[config.mk]
export PLATFORM = sky130hd
export DESIGN_NAME = pt_axi4lite_initiator
export DESIGN_NICKNAME = d
export VERILOG_FILES = /design/src/rtl/pt_axi4lite_initiator.sv
export SDC_FILE = /design/constraint.sdc
export NUM_CORES = 1
export LEC_CHECK = 0
export ABC_CLOCK_PERIOD_IN_PS = 2000
export CORE_MARGIN = 3
export CORE_UTILIZATION = 25
export DETAILED_ROUTE_END_ITERATION = 6
export PLACE_DENSITY = 0.62
export SYNTH_ARGS = -nofsm -noshare
export SYNTH_HDL_FRONTEND = slang
export SYNTH_SLANG_ARGS = --single-unit
[constraint.sdc]
create_clock -name i_clk -period 2 [get_ports i_clk]
set_clock_uncertainty 0.1 [all_clocks]
set_input_delay 0.3 -clock i_clk [delete_from_list [all_inputs] [get_ports i_clk]]
set_output_delay 0.3 -clock i_clk [all_outputs]
set_load 0.01 [all_outputs]
[src/rtl/pt_axi4lite_initiator.sv]
// Register-file style request port bridged onto an AXI4-Lite initiator, one access in flight.
// Latency: acceptance to o_rf_done is 3 cycles minimum with a zero-wait-state slave, unbounded otherwise.
// Backpressure: o_rf_ready is high only while idle; AXI valids are held until their handshake completes.
module pt_axi4lite_initiator #(
    parameter int  ADDR_W = 32,
    parameter int  DATA_W = 64,
    localparam int STRB_W = DATA_W / 8
) (
    input  logic              i_clk,
    input  logic              i_rst,
    // request side
    input  logic [ADDR_W-1:0] i_rf_address,
    input  logic [DATA_W-1:0] i_rf_wr_data,
    input  logic              i_rf_write,
    input  logic              i_rf_valid,
    output logic              o_rf_ready,
    // response side
    output logic [DATA_W-1:0] o_rf_rd_data,
    output logic              o_rf_error,
    output logic              o_rf_done,
    // AXI4-Lite write channels
    output logic [ADDR_W-1:0] o_awaddr,
    output logic [2:0]        o_awprot,
    output logic              o_awvalid,
    input  logic              i_awready,
    output logic [DATA_W-1:0] o_wdata,
    output logic [STRB_W-1:0] o_wstrb,
    output logic              o_wvalid,
    input  logic              i_wready,
    input  logic [1:0]        i_bresp,
    input  logic              i_bvalid,
    output logic              o_bready,
    // AXI4-Lite read channels
    output logic [ADDR_W-1:0] o_araddr,
    output logic [2:0]        o_arprot,
    output logic              o_arvalid,
    input  logic              i_arready,
    input  logic [DATA_W-1:0] i_rdata,
    input  logic [1:0]        i_rresp,
    input  logic              i_rvalid,
    output logic              o_rready
);

    typedef enum logic [2:0] {
        IDLE,
        WR_REQ,
        WR_RESP,
        RD_REQ,
        RD_RESP
    } state_t;

    state_t            state_q;
    logic              rf_ready_q;
    logic [ADDR_W-1:0] addr_q;
    logic [DATA_W-1:0] wdata_q;
    logic              awvalid_q;
    logic              wvalid_q;
    logic              bready_q;
    logic              arvalid_q;
    logic              rready_q;
    logic [DATA_W-1:0] rd_data_q;
    logic              error_q;
    logic              done_q;

    // A channel counts as finished once its valid is already down or is being accepted now,
    // so both handshakes landing in the same cycle still advance the write.
    logic aw_fin;
    logic w_fin;
    assign aw_fin = ~awvalid_q | i_awready;
    assign w_fin  = ~wvalid_q  | i_wready;

    // Only the SLVERR/DECERR bit of the response codes matters for the error flag.
    logic unused_resp_lsb;
    assign unused_resp_lsb = ^{i_bresp[0], i_rresp[0]};

    // Transaction FSM; every output is a register updated here.
    always_ff @(posedge i_clk or negedge i_rst) begin
        if (!i_rst) begin
            state_q    <= IDLE;
            rf_ready_q <= 1'b0;
            addr_q     <= '0;
            wdata_q    <= '0;
            awvalid_q  <= 1'b0;
            wvalid_q   <= 1'b0;
            bready_q   <= 1'b0;
            arvalid_q  <= 1'b0;
            rready_q   <= 1'b0;
            rd_data_q  <= '0;
            error_q    <= 1'b0;
            done_q     <= 1'b0;
        end else begin
            done_q <= 1'b0;
            case (state_q)
                IDLE: begin
                    rf_ready_q <= 1'b1;
                    if (i_rf_valid && rf_ready_q) begin
                        rf_ready_q <= 1'b0;
                        addr_q     <= i_rf_address;
                        wdata_q    <= i_rf_wr_data;
                        if (i_rf_write) begin
                            awvalid_q <= 1'b1;
                            wvalid_q  <= 1'b1;
                            state_q   <= WR_REQ;
                        end else begin
                            arvalid_q <= 1'b1;
                            state_q   <= RD_REQ;
                        end
                    end
                end
                WR_REQ: begin
                    if (awvalid_q && i_awready) awvalid_q <= 1'b0;
                    if (wvalid_q && i_wready)   wvalid_q  <= 1'b0;
                    if (aw_fin && w_fin) begin
                        bready_q <= 1'b1;
                        state_q  <= WR_RESP;
                    end
                end
                WR_RESP: begin
                    if (i_bvalid) begin
                        bready_q   <= 1'b0;
                        error_q    <= i_bresp[1];
                        done_q     <= 1'b1;
                        rf_ready_q <= 1'b1;
                        state_q    <= IDLE;
                    end
                end
                RD_REQ: begin
                    if (i_arready) begin
                        arvalid_q <= 1'b0;
                        rready_q  <= 1'b1;
                        state_q   <= RD_RESP;
                    end
                end
                RD_RESP: begin
                    if (i_rvalid) begin
                        rready_q   <= 1'b0;
                        rd_data_q  <= i_rdata;
                        error_q    <= i_rresp[1];
                        done_q     <= 1'b1;
                        rf_ready_q <= 1'b1;
                        state_q    <= IDLE;
                    end
                end
                default: state_q <= IDLE;
            endcase
        end
    end

    assign o_rf_ready   = rf_ready_q;
    assign o_rf_rd_data = rd_data_q;
    assign o_rf_error   = error_q;
    assign o_rf_done    = done_q;
    assign o_awaddr     = addr_q;
    assign o_awprot     = 3'b000;
    assign o_awvalid    = awvalid_q;
    assign o_wdata      = wdata_q;
    assign o_wstrb      = '1;
    assign o_wvalid     = wvalid_q;
    assign o_bready     = bready_q;
    assign o_araddr     = addr_q;
    assign o_arprot     = 3'b000;
    assign o_arvalid    = arvalid_q;
    assign o_rready     = rready_q;

endmodule

After elaboration in Yosys (flattened, before gate mapping) --
Index checks and enable logic that the tools add are counted. Widths: inputs -> output; s select.
Operators by class: bitwise gates (word level) 4, eq/ne operators 13, reduce and logical (&&, ||, !) cells 21, mux-type cells 33
Operators with widths (number):
- $mux 1 | 18
- $ne 2x2->1 const B | 9
- $mux 3 | 5
- $pmux 3 s5 | 1
- $pmux 1 s2 | 7
- $reduce_and 3->1 | 4
- $reduce_and 4->1 | 3
- $reduce_bool 2->1 | 5
- $eq 3x2->1 const B | 2
- $reduce_and 5->1 | 1
- $logic_and 1x1->1 | 4
- $reduce_and 2->1 | 2
- $eq 3x1->1 const B | 1
- $eq 3x3->1 const B | 1
- $logic_not 3->1 | 1
- $pmux 1 s3 | 1
- $reduce_bool 3->1 | 1
- $mux 2 | 1
- $not 1->1 | 2
- $or 1x1->1 | 2
Word-level totals: output and inout port bits 214, logic and storage cells 83, flip-flop bits (word level) 171

Depth between registers and ports, before layout --
Gate-level depths: netlist (run 1).
depth after elaboration 5, gate-level depth with buffers 5, mapped depth without buffers 4

Worst setup path after synthesis (run 1) --
OpenSTA, ideal clock, no wires.
path type register to register, from reg state_q[1], to reg wdata_q[12] (netlist: o_wdata[12]), data required time 1.772 ns, slack 0.183 ns, cell stages (with the launch flop) 6, data arrival time 1.589 ns, library setup time 0.128 ns, path buffers 3, cell sequence dfrtp_1 buf_2 nor4_4 buf_2 buf_4 mux2_1
On the way: cells in the longest elaborated chain, start to end 2
Ends and longest elaborated chain:
- from (decl) | line 52 | state_t state_q;
- from (signal assigned) | line 79 | state_q <= IDLE;
- from (signal assigned) | line 103 | state_q <= WR_REQ;
- from (signal assigned) | line 106 | state_q <= RD_REQ;
- $logic_not 3->1 | line 93 | case (state_q)
- $reduce_and 2->1 (no source line)
- to (signal assigned) | line 99 | wdata_q <= i_rf_wr_data;
- to (decl) | line 55 | logic [DATA_W-1:0] wdata_q;
No other way between the ends. A chain may end at the register's enable or synchronous reset.

Worst setup path after layout (run 1) --
from reg rf_ready_q (netlist: o_rf_ready), to out o_rf_ready
RTL lines:
- from (decl) | line 53 | logic rf_ready_q;
- from (signal assigned) | line 80 | rf_ready_q <= 1'b0;
- from (signal assigned) | line 95 | rf_ready_q <= 1'b1;
- from (signal assigned) | line 97 | rf_ready_q <= 1'b0;
- to (decl) | line 16 | output logic o_rf_ready,
No word-level cell between the ends.

==> summary.md, run 1 <==
| Metric | Value |
|---|---|
| Post-synth EDFFs | 0 |
| Most frequent cells in the layout | clkdlybuf4s50_1 (369), dfrtp_1 (170), mux2_2 (154) |
| DP Wirelength | 15400 um |
| Combinational family with the most area after synthesis | multiplexers |
| Number of global-route vias before repair | 5335 |
| Min Clock Period, post-route | 1900 ps |
| Syn_area_per_cell | 15.4 um2 |
| Count of different cell masters after synthesis | 29 |
| Yosys warning count | 0 |
| Placed cell area | 0.0109 mm2 |
| Async set-or-reset flop fraction in the synthesized netlist | 100% |
| Share of post-route cells with drive strength above 1 | 27.2% |
| N_diodes | 0 |
| I/O Pins | between 300 and 400 |
| Total wire length | 20000 um |
| Crit Reg-Reg Startpoint | state_q[1] |
| CP max FO | 5 |
| Vias per cell | 4.20 |
| CP bufs+invs | 1 |
| Die Ht | 171 um |
| Vias post-DR | slightly below 5000 |
| CTS Root Cell | clkbuf_16 |
| P&R area growth vs syn | 69.5% |
| Initial Util | about a quarter |
| Critical path's slowest cell | clkdlybuf4s50_1 |
| Seq/Total Area, Yosys | about 63% |
| CP Capture Type | output port |
| Clk slew on worst S/H paths | 80 ps |
| Port bufs | 370 |
| Largest net degree at the start of global routing | between 40 and 50 |
| All-Layer GR Usage | 13.6% |
| Wire per inst | 17.3 um |
| First-pass GRT wire length | 30600 um |
| Post-Synthesis Cell Area | 0.00681 mm2 |
| Post-Synth XOR/XNOR Area | 0% |
| Final setup viols | 0 |
| Synth Area in Compound Gates | slightly above 2% |
| DRC | 0 |
| Nets@finish | 984 |
| Seq pwr share | between 30% and 40% |
| Total gr overflow | 0 |
| Clock power share | 19.8% |
| Leak Pwr | 4.76 nW |
| Routability cong. | 0.735 |
| Die area | 0.0292 mm2 |
| Ranking of synthesized cells by area | dfrtp_1 (63%), mux2_2 (25%), buf_4 (5.2%) |
| Fmax | 528 MHz |
| Slew Viols, Final | 0 |
| Register bit total from synthesis | 171 |
| Synth Area in Adders | 0% |
| CP top delay family | buffers and inverters |
| CTS Buf Count | 17 |
| Crit path arrival time | about 1500 ps |
| Sw power | 5.62 mW |
| Core ar. | roughly 0.026 mm2 |
| Status | complete, no violations |
| RSZ-0062 raised after global routing | no |
| Data required time at the worst endpoint | between 1500 and 2000 ps |
| Slowest stage delay, CP | 650 ps |
| Hold Crit Class | input port to asynchronous set/reset pin |
| Clk sinks | 171 |
| Top FF cell, synth | dfrtp_1 |
| Crit Path Class | flip-flop to output port |
| Rows | 59 |
| DIE WIDTH | between 150 and 200 um |
| Yosys top cell area share | between 60% and 70% |
| Max Root-Sink Buffers | 2 |
| Critical path origin | o_rf_ready |
| Antenna viol nets, final | 0 |
| Reg-to-reg setup timing slack | around 150 ps |
| P_int | 12.8 mW |
| CP Launch Type | flip-flop |
| DR iter-0 viols | 112 |
| Most common cell after layout, fill and taps aside | clkdlybuf4s50_1 |
| Sw frac | between 30% and 40% |
| Post-Synth Simple-Gate Area | 1.32% |
| Mux contribution to synthesized area | 26.9% |
| Final Hold Viols | 0 |
| Placed insts | between 1000 and 1500 |
| Max cap viols | 0 |
| Non-Filler Instances | 1158 |
| TritonCTS clock tree | done |
| Synth Instances | 441 |
| Comb power frac | 46.5% |
| Worst vdd ir | 0.618 mV |
| Pwr Density | 1600 mW/mm2 |
| Initial antenna violation count | 0 |
| Critical path, cell by cell | clkdlybuf4s50_1 |
| Dominant cell type by area after synthesis | dfrtp_1 |
| Fin crit share | a little over nine tenths |
| # H-tree levels | 4 |
| Fin area | 0.0115 mm2 |
| Worst-skew pair later-pin latency | 410 ps |
| Drt pass-1 iters | 4 |
==> per-layer routing <==
metal  GRT usage, %  vias to the layer above  routed length, um
met5              0                        -                  0
met4           3.81                        0                318
met3           5.08                       17               1680
met2           24.1                      209              10300
met1           15.3                     2425               7680
li1               -                     2209                  -
==> final timing paths <==
| check | endpoint | cells past startpoint |
|---|---|---|
| min in group i_clk | o_wdata[31] | 2 |
| max in group asynchronous | o_rf_rd_data[6] | 3 |
| max reg2reg | o_rf_error | 5 |
| min | o_wdata[9] | 2 |
| min reg2reg | o_wdata[18] | 1 |
| max | o_rf_ready | 1 |
==> metrics by stage <==
step,total power [mW],TNS [ps],utilization [%],worst slack [ps],hold slack [ps]
CTS,18.8,0,43.7,66.4,275
global placement,14.8,-9940,41.2,-146,174
global route,19.6,0,43.7,24.3,298
finish,18.4,0,43.7,104,272
floorplan,9.93,0,-,183,-95.6
detailed placement,15.0,-9730,41.2,-155,176
==> what timing repair did <==
action,CTS,global route
buffers inserted,0,0
hold buffers,1,0
hold endpoints to repair,39,0
endpoints found under the setup margin,0,1
gates resized for setup,0,2
==> synthesized netlist by cell type (2+ instances only) <==
cell	instances
nand2_1	3
a41oi_1	2
buf_2	16
mux2_2	154
nor2_1	3
a21oi_1	5
nand2b_1	2
o21ai_0	7
inv_1	5
dfrtp_1	171
mux2_1	8
buf_4	47
conb_1	2
==> layout make-up <==
class                   instances  area [um2]
fillers                      2409       14900
inverters                       5        18.8
clock inverters                13         206
repair buffers                403        4070
well taps                     335         419
clock buffers                  18         429
multi-input cells             213        2120
flip-flops and latches        171        4280
==> sequential cells by signal (all words and copies together), names as in the netlist, 3 cells and up <==
name and cells:
o_rf_rd_data 64, state_q 3, o_araddr 32, o_wdata 64
==> cells by family after synthesis <==
group	Yosys count
AO/OA/AOI/OAI	22
buffers and inverters	69
flip-flops	171
multiplexers	163
other	2
AND/OR/NAND/NOR	14
==> power groups by stage <==
stage               Clock [mW]  Combinational (mW)  Sequential [mW]
floorplan                    0                2.99             6.95
global placement             0                8.64             6.21
detailed placement           0                8.70             6.28
CTS                       3.81                8.73             6.24
global route              3.95                9.15             6.49
finish                    3.65                8.57             6.21
Note: power is estimated with default switching activity, not from simulation.
==> run 2, diff against run 1 <==
--- a/config.mk
+++ b/config.mk
@@ -5,11 +5,12 @@
 export SDC_FILE = /design/constraint.sdc
 export NUM_CORES = 1
 export LEC_CHECK = 0
+export ABC_AREA = 1
 export ABC_CLOCK_PERIOD_IN_PS = 2000
 export CORE_MARGIN = 3
 export CORE_UTILIZATION = 25
 export DETAILED_ROUTE_END_ITERATION = 6
-export PLACE_DENSITY = 0.62
+export PLACE_DENSITY = 0.61
 export SYNTH_ARGS = -nofsm -noshare
 export SYNTH_HDL_FRONTEND = slang
 export SYNTH_SLANG_ARGS = --single-unit
==> run 2 against run 1 <==
Effect of this change: flip-flop and latch count is the same; cell count grew 32%; synthesized cell count grew 85%; final area grew 0.38%; via count grew 29%; global-route usage grew 1.4 points; combinational power shrank 5.8%; sequential power shrank 3.5%.
==> summary.md, run 2 <==
| Metric | Value |
|---|---|
| Status | complete, no violations |
| TritonCTS clock tree | done |
| DIE WIDTH | 174 um |
| DP Wirelength | 17100 um |
| Post-synth EDFFs | 0 |
| Vias per cell | around 4.1 |
| Ranking of synthesized cells by area | dfrtp_1 (61%), nand2_1 (24%), buf_4 (5.2%) |
| Pwr Density | roughly 1500 mW/mm2 |
| Placed cell area | 0.0110 mm2 |
| I/O Pins | ~390 |
| All-Layer GR Usage | about 15% |
| Post-CTS Setup Inserts | 0 |
| Rows | 60 |
| DRC | 0 |
| Slowest stage delay, CP | between 500 and 600 ps |
| Syn_area_per_cell | 8.65 um2 |
| Critical path's slowest cell | clkdlybuf4s50_1 |
| Slew Viols, Final | 0 |
| Max cap viols | 0 |
| Most frequent cells in the layout | nand2_1 (447), clkdlybuf4s50_1 (369), dfrtp_1 (171) |
| Number of global-route vias before repair | 6233 |
| CTS Buf Count | 17 |
| RSZ-0062 raised after global routing | no |
| Initial Util | 25.8% |
| CP Capture Type | output port |
| Fin area | between 0.01 and 0.015 mm2 |
| Worst-Margin Slew | 562 ps |
| Synth Area in Compound Gates | 5.23% |
| Critical path, cell by cell | clkdlybuf4s50_1 |
| Top FF cell, synth | dfrtp_1 |
| Synth Area in Adders | 0% |
| Post-Synthesis Cell Area | 0.00706 mm2 |
| CTS Root Cell | clkbuf_16 |
| Data required time at the worst endpoint | 1600 ps |
| Nets@finish | 1319 |
| Initial antenna violation count | 3 |
| Yosys warning count | 0 |
| Largest net degree at the start of global routing | 67 |
| Final setup viols | 0 |
| # H-tree levels | 4 |
| Seq/Total Area, Yosys | 60.6% |
| Core ar. | 0.0273 mm2 |
| Min Clock Period, post-route | 1820 ps |
| Count of different cell masters after synthesis | 19 |
| Mux contribution to synthesized area | 0% |
| Vias post-DR | 6287 |
| P&R area growth vs syn | 64.2% |
| Async set-or-reset flop fraction in the synthesized netlist | 100% |
| Final Hold Viols | 0 |
| Fin crit share | between 90% and 100% |
| CP Launch Type | flip-flop |
| Crit Path Class | flip-flop to output port |
| Routability cong. | 0.814 |
| Post-Synth Simple-Gate Area | 25.4% |
| Synth Instances | 816 |
| Leak Pwr | between 5 and 6 nW |
| Total wire length | 23300 um |
| Layout fillers | 2733 |
| Dominant cell type by area after synthesis | dfrtp_1 |
| Share of post-route cells with drive strength above 1 | 4.75% |
| CP top delay family | buffers and inverters |
| Setup TNS Final | 0 ps |
| Clk sinks | roughly 170 |
| Fin worst setup slack | 180 ps |
| Most common cell after layout, fill and taps aside | nand2_1 |
| Combinational family with the most area after synthesis | simple AND/OR/NAND/NOR gates |
| Register bit total from synthesis | 171 |
| Clk slew on worst S/H paths | roughly 80 ps |
| Total gr overflow | 0 |
| Die Ht | about 170 um |
| Port bufs | 370 |
| Post-Synth XOR/XNOR Area | 0% |
| DR iter-0 viols | 280 |
| Yosys top cell area share | 60.6% |
| Wire per inst | 15.2 um |
| Worst vdd ir | about 0.53 mV |
| Crit path arrival time | 1420 ps |
| Max Root-Sink Buffers | 2 |
| Worst-skew pair later-pin latency | 410 ps |
| Antenna viol nets, final | 0 |
| Rel. slew slack | 62.5% |
| Die area | 0.0303 mm2 |
| Count leader, synth | nand2_1 |
| Pre-CTS setup slack | about 110 ps |
| Fmax | 550 MHz |
| Drt pass-1 iters | 4 |
| First-pass GRT wire length | 36200 um |
| CP max FO | 3 |
| Hold Crit Class | input port to flip-flop |
| Commonest cells in the netlist | nand2_1 (448), dfrtp_1 (171), o21ai_0 (56) |
| CP bufs+invs | 1 |
## run 2: changes by cell type after synthesis, moves of 9 or more
cell,delta
clkbuf_1,+17
nor2_1,+9
o21ai_1,+15
o21ai_0,+49
nand2_1,+445
mux2_2,-154
## run 2: cell families (layout without fill, tap and decap cells)
kind of cell	count (synthesis)	count (layout)
buffers and inverters	100	431
AND/OR/NAND/NOR	470	470
flip-flops	171	171
other	2	15
AO/OA/AOI/OAI	73	73
## run 2: metal layers
| metal | track usage (%) | part of all wire, % | wire (um) |
|---|---|---|---|
| met5 | 0 | 0.14 | 33 |
| met2 | 26.1 | 50 | 11700 |
| met3 | 4.70 | 6.0 | 1390 |
| met4 | 4.09 | 2.0 | 467 |
| met1 | 18.0 | 42 | 9750 |
## run 2: cell type report
cell class / count / area (um2) / area share, %
flip-flops and latches: 171 / 4280 / 36.9
repair buffers: 387 / 3950 / 34.1
multi-input cells: 557 / 2220 / 19.2
clock buffers: 20 / 467 / 4.03
well taps: 372 / 465 / 4.02
clock inverters: 12 / 153 / 1.32
inverters: 12 / 45.0 / 0.389
diodes: 1 / 2.50 / 0.0216
## run 2: what timing repair did
| item | 4_1_cts | 5_1_grt |
|---|---|---|
| hold buffers | 1 | 0 |
| endpoints found under the setup margin | 0 | 1 |
| endpoints found under the hold margin | 38 | 0 |
| gates resized for setup | 0 | 1 |
## run 2: worst paths after layout
path	from	end	slack (ps)	cells past startpoint
max	o_araddr[8]	o_araddr[8]	180	1
min	i_rdata[50]	o_rf_rd_data[50]	320	3
max reg2reg	state_q[1]	o_rf_error	300	7
min reg2reg	o_wdata[18]	o_wdata[18]	370	2
max in group asynchronous	i_rst	o_wdata[46]	880	3
min in group asynchronous	i_rst	o_rf_rd_data[31]	330	2
## run 2: where the power goes
group	total, mW	switching, mW	internal, mW
clock network	3.48	1.49	1.99
logic	8.07	3.78	4.29
registers	5.99	0.934	5.05
## run 2: through the flow
stage	utilization [%]	cells	total power, mW	hold WS [ps]
2_1_floorplan	-	828	9.53	-95.6
3_3_place_gp	40.1	1498	14.1	193
3_5_place_dp	40.1	1498	14.2	199
4_1_cts	42.4	1531	17.8	295
5_1_grt	42.4	1532	18.8	297
6_report	42.4	1532	17.5	316
## run 2: worst min-delay path: stages
cell             delay [ps]
clkdlybuf4s50_1         390
nand2_1                  60
nand2_1                  50
